`src/rtl/shift_deser_rx_if.sv`:
```
// shift_deser_rx_if: serial input and word-output handshake bundle for shift_deser_rx
interface shift_deser_rx_if #(parameter int N = 8);
  logic sin;
  logic sin_en;
  logic dir;
  logic abort;
  logic out_ready;
  logic clr_ovr;
  logic [N-1:0] q;
  logic q_valid;
  logic busy;
  logic overrun;
  modport master (
    output sin, sin_en, dir, abort, out_ready, clr_ovr,
    input  q, q_valid, busy, overrun
  );
  modport slave (
    input  sin, sin_en, dir, abort, out_ready, clr_ovr,
    output q, q_valid, busy, overrun
  );
endinterface

```
`src/rtl/shift_deser_rx.sv`:
```
// shift_deser_rx: serial-to-parallel receiver with single-entry output register and overrun flag
module shift_deser_rx #(parameter int N = 8) (
  input logic clk,
  input logic rst,
  shift_deser_rx_if.slave s
);
  localparam int CW = $clog2(N);
  typedef enum logic {IDLE, SHIFT} state_t;
  state_t state;
  logic [N-1:0] sr, q, word;
  logic [CW-1:0] cnt;
  logic dir_l, q_valid, overrun, ord, last, done, load, drop;
  // the first bit of a word uses the live dir, later bits the latched one
  assign ord  = (cnt == '0) ? s.dir : dir_l;
  assign word = ord ? {s.sin, sr[N-1:1]} : {sr[N-2:0], s.sin};
  assign last = cnt == CW'(N - 1);
  assign done = s.sin_en & ~s.abort & last;
  assign load = done & (~q_valid | s.out_ready);
  assign drop = done & q_valid & ~s.out_ready;
  always_ff @(posedge clk) begin
    if (!rst) begin
      state   <= IDLE;
      sr      <= '0;
      cnt     <= '0;
      dir_l   <= 1'b0;
      q       <= '0;
      q_valid <= 1'b0;
      overrun <= 1'b0;
    end else begin
      if (s.abort) begin
        cnt   <= '0;
        state <= IDLE;
      end else if (s.sin_en) begin
        sr    <= word;
        cnt   <= last ? '0 : cnt + CW'(1);
        state <= last ? IDLE : SHIFT;
        if (cnt == '0) dir_l <= s.dir;
      end
      if (load) begin
        q       <= word;
        q_valid <= 1'b1;
      end else if (q_valid && s.out_ready) q_valid <= 1'b0;
      overrun <= drop | (overrun & ~s.clr_ovr);
    end
  end
  assign s.q       = q;
  assign s.q_valid = q_valid;
  assign s.busy    = state == SHIFT;
  assign s.overrun = overrun;
endmodule

```
`src/flat_wrapper.sv`:
```
// flat-port wrapper written by rule: the top's interface ports become plain ports
module shift_deser_rx_flat 
#(parameter int N = 8)
  (clk, rst, s_sin, s_sin_en, s_dir, s_abort, s_out_ready, s_clr_ovr, s_q, s_q_valid, s_busy, s_overrun);
  shift_deser_rx_if #(.N(N)) s_i ();
  input logic clk;
  input logic rst;
  input wire logic [$bits(s_i.sin)-1:0] s_sin;
  input wire logic [$bits(s_i.sin_en)-1:0] s_sin_en;
  input wire logic [$bits(s_i.dir)-1:0] s_dir;
  input wire logic [$bits(s_i.abort)-1:0] s_abort;
  input wire logic [$bits(s_i.out_ready)-1:0] s_out_ready;
  input wire logic [$bits(s_i.clr_ovr)-1:0] s_clr_ovr;
  output wire logic [$bits(s_i.q)-1:0] s_q;
  output wire logic [$bits(s_i.q_valid)-1:0] s_q_valid;
  output wire logic [$bits(s_i.busy)-1:0] s_busy;
  output wire logic [$bits(s_i.overrun)-1:0] s_overrun;
  assign s_i.sin = s_sin;
  assign s_i.sin_en = s_sin_en;
  assign s_i.dir = s_dir;
  assign s_i.abort = s_abort;
  assign s_i.out_ready = s_out_ready;
  assign s_i.clr_ovr = s_clr_ovr;
  assign s_q = s_i.q;
  assign s_q_valid = s_i.q_valid;
  assign s_busy = s_i.busy;
  assign s_overrun = s_i.overrun;
  shift_deser_rx #(.N(N)) u_core (.clk(clk), .rst(rst), .s(s_i));
endmodule
```
`config.mk`:
```
export PLATFORM = sky130hd
export DESIGN_NAME = shift_deser_rx_flat
export DESIGN_NICKNAME = d
export VERILOG_FILES = /design/src/rtl/shift_deser_rx_if.sv /design/src/rtl/shift_deser_rx.sv /design/src/flat_wrapper.sv
export SDC_FILE = /design/constraint.sdc
export NUM_CORES = 1
export LEC_CHECK = 0
export ABC_AREA = 1
export CAP_MARGIN = 0
export CORE_MARGIN = 2
export CORE_UTILIZATION = 55
export CTS_CLUSTER_DIAMETER = 120
export DETAILED_ROUTE_END_ITERATION = 8
export PLACE_DENSITY = 0.89
export SYNTH_ARGS = -nofsm -noshare
export SYNTH_HDL_FRONTEND = slang
export SYNTH_SLANG_ARGS = --single-unit
```
`constraint.sdc`:
```
create_clock -name clk -period 2.8 [get_ports clk]
set_input_delay 0.56 -clock clk [delete_from_list [all_inputs] [get_ports clk]]
set_output_delay 0.56 -clock clk [all_outputs]
set_load 0.05 [all_outputs]
```
==> reports/results.ini <==
[critical_path]
r2r-end = u_core.s.q[3]$_SDFFE_PN0P_
worst_reg_to_reg_cells = 7
slowest_delay_ns = 0.81
timing.critical_path.from = u_core.s.q[6]$_SDFFE_PN0P_
timing.critical_path.cells = clkdlybuf4s50_1
worst-path-buf-inv = 1
cp_max_fo = 2
critical_path_arrival_ns = 1.47
crit_path_end_kind = primary output
critPathKind = reg -> out
regToRegStartpoint = u_core.cnt[0]$_SDFFE_PP0P_
gate_family_responsible_for_the_most_delay_along_the_worst_path = buffers and inverters
timing.critical_path.required_ns = 2.24
regToRegSetupSlack_ns = 1.36
critical-path-slowest-cell = sky130_fd_sc_hd__clkdlybuf4s50_1
setup.worst_path.start_class = flip-flop

[clocking]
cts-hold-fix-buffers = 0
clock_network_latency_to_the_later_pin_of_the_worst_skew_pair_ns = 0.32
cts_buffer_depth = 2
number_of_buffers_inserted_during_clock_tree_synthesis = 3
cts_root_buf = sky130_fd_sc_hd__clkbuf_4
htreeDepth = 1
cts.repair_timing.setup_buffer_count = 0
clk_slew_on_worst_s_h_paths_ns = 0.13
clkSinkCount = 23
cts_resizes = 0
cts_tree = done

[flow_run]
max_cap_viol_count = 0

[cells_and_area]
nNetsFinal = 194
post_route_cells_drive_above_1_share = 0.104
layout.cells.non_filler = 209
post-route-util = 0.695
layout-area-overhead-vs-synth_pct = 17.8
antenna-diode-count = 0
finalInstanceArea_sq_um = 1380

[floorplan]
die-height_um = 50.1
floorplan.rows = 16
die-width_um = 50.1
coreArea_sq_um = 1980
initial_utilization = 0.590
floorplan.io_pins = 19
die_area_sq_um = 2510

[power_and_ir_drop]
vdd_ir_drop_max_mv = 0.343
power.density_cell_area_nw_per_um2 = 427
totalPowerFinal_w = 0.000589
power.static_leakage_nw = 0.645

[synthesis]
synth.yosys.seq_area_share = 0.394
ys_types = 22
ys_ff_latch = 23
synthesis.area_per_instance_sq_um = 7.22
netlist.top_cell.by_area = sky130_fd_sc_hd__dfxtp_1
yosysTopAreaCellShare = 0.394
synth_top_cells_by_area = sky130_fd_sc_hd__dfxtp_1 39%, sky130_fd_sc_hd__nand3_1 14%, sky130_fd_sc_hd__inv_1 9.9%
synth_cells = 162
ys_warn_count = 0
area_of_the_mapped_netlist_sq_um = 1170
syn-num-nets = 173

[route]
wirelength_um = 2280
detail_route.drc_violations = 0
drt-pass1-iter-count = 4
vias = 1060
drt_via_density = 5.07
drt-wirelength-per-cell_um = 10.9
drt_iter0_markers = 26
ant_nets = 0

[worst_hold_path]
worst_hold_path_cell_count = 2
timing.hold.worst.start = u_core.s.busy$_SDFFE_PP0P_
worstHoldEndpoint = u_core.s.busy$_SDFFE_PP0P_
hp-class = reg -> reg

[timing]
period_share = 0.724
setup_repair_after_global_routing_missed_its_margin = no
finClkSkew_ns = 0.0116
slew-limit-headroom = 0.663
achievable-frequency_mhz = 493
worst-slew-pin-transition_ns = 0.504
setup_viols_final = 0
slew_violations = 0
timing.setup.tns_ns = 0
finalHoldViolations = 0
finalWorstPathRequiredPeriod_ns = 2.03

[grt]
grt-ovfl-total = 0
wire_length_of_the_first_global_routing_pass_um = 3940
grt_max_degree = 20
track_usage = 0.203
grt_antenna_before_repair = 0
first_global_vias = 923

[outcome]
run_status = completed

[place]
number_of_input_and_output_port_buffers_inserted = 18
routabilityCongestion = 0.800
placedCellCount = 205
dpl_cell_area_sq_um = 1350
dp_hpwl_um = 1630

==> logic make-up (layout without fill, tap and decap cells) <==
logic type / after synthesis / in the layout / share of synthesized area
AO/OA/AOI/OAI: 17 / 17 / 0.0813
flip-flops: 23 / 23 / 0.394
AND/OR/NAND/NOR: 80 / 80 / 0.342
adder cells (fa/ha/maj): 3 / 3 / 0.0321
buffers and inverters: 39 / 59 / 0.151
==> stage by stage <==
| stage | hold WS (ns) | setup slack, ns |
|---|---|---|
| after floorplan | 0.459 | 1.49 |
| after detailed placement | 0.452 | 0.949 |
| final | 0.468 | 0.772 |
| after global routing | 0.490 | 0.716 |
| after CTS | 0.471 | 0.763 |
| after global placement | 0.449 | 0.993 |
==> sequential cells by signal, indices dropped and copies added (netlist names) <==
name              flops
u_core.sr             8
u_core.s.q            8
u_core.s.busy         1
u_core.dir_l          1
u_core.s.q_valid      1
u_core.cnt            3
u_core.s.overrun      1
==> final cells by class <==
| cell class | instances | area [sq um] |
|---|---|---|
| fill | 171 | 604 |
| multi-input combinational | 100 | 533 |
| sequential | 23 | 460 |
| timing repair buffer | 19 | 188 |
| inverter | 36 | 136 |
| tap | 27 | 33.8 |
| clock buffer | 4 | 26.3 |
==> per-layer routing <==
| metal | global-route usage | part of all wire |
|---|---|---|
| met5 | 0 | 0 |
| met4 | 0.0972 | 0.020 |
| met3 | 0.0333 | 0.049 |
| met2 | 0.322 | 0.46 |
| met1 | 0.264 | 0.47 |
==> cell usage after synthesis (all sizes together) <==
| cell type | number |
|---|---|
| buf | 3 |
| nor2 | 21 |
| or2 | 1 |
| a21oi | 13 |
| clkinv | 1 |
| ha | 3 |
| a211oi | 1 |
| o211ai | 1 |
| inv | 35 |
| o21ai | 2 |
| nand2 | 22 |
| nand3 | 36 |
| dfxtp | 23 |
==> worst max path at each step <==
stage                                              to  slack, ns  cells after the start
final                                          s_q[6]       0.77                      1
after floorplan            u_core.s.q[0]$_SDFFE_PN0P_       1.49                      6
after global routing                           s_q[6]       0.72                      1
after CTS                                      s_q[6]       0.76                      1
after global placement     u_core.s.q[3]$_SDFFE_PN0P_       0.99                      8
after detailed placement  u_core.s.overrun$_SDFF_PN0_       0.95                      8
==> power breakdown <==
part / leakage [nW] / internal, W / switching (W)
clock network: 0.0150 / 0.0000557 / 0.000100
registers: 0.187 / 0.000338 / 0.00000824
logic: 0.443 / 0.0000330 / 0.0000532
==> placed cells by master, fill, tap and decap left out, drive strengths merged <==
cell	instances
nand3	36
inv	35
dfxtp	23
nand2	22
nor2	21
clkdlybuf4s50	18
a21oi	13
clkbuf	4
ha	3
o21ai	2
clkinv	1
a211oi	1
or2	1
o211ai	1
buf	1
Power figures use the tool's default switching activity.
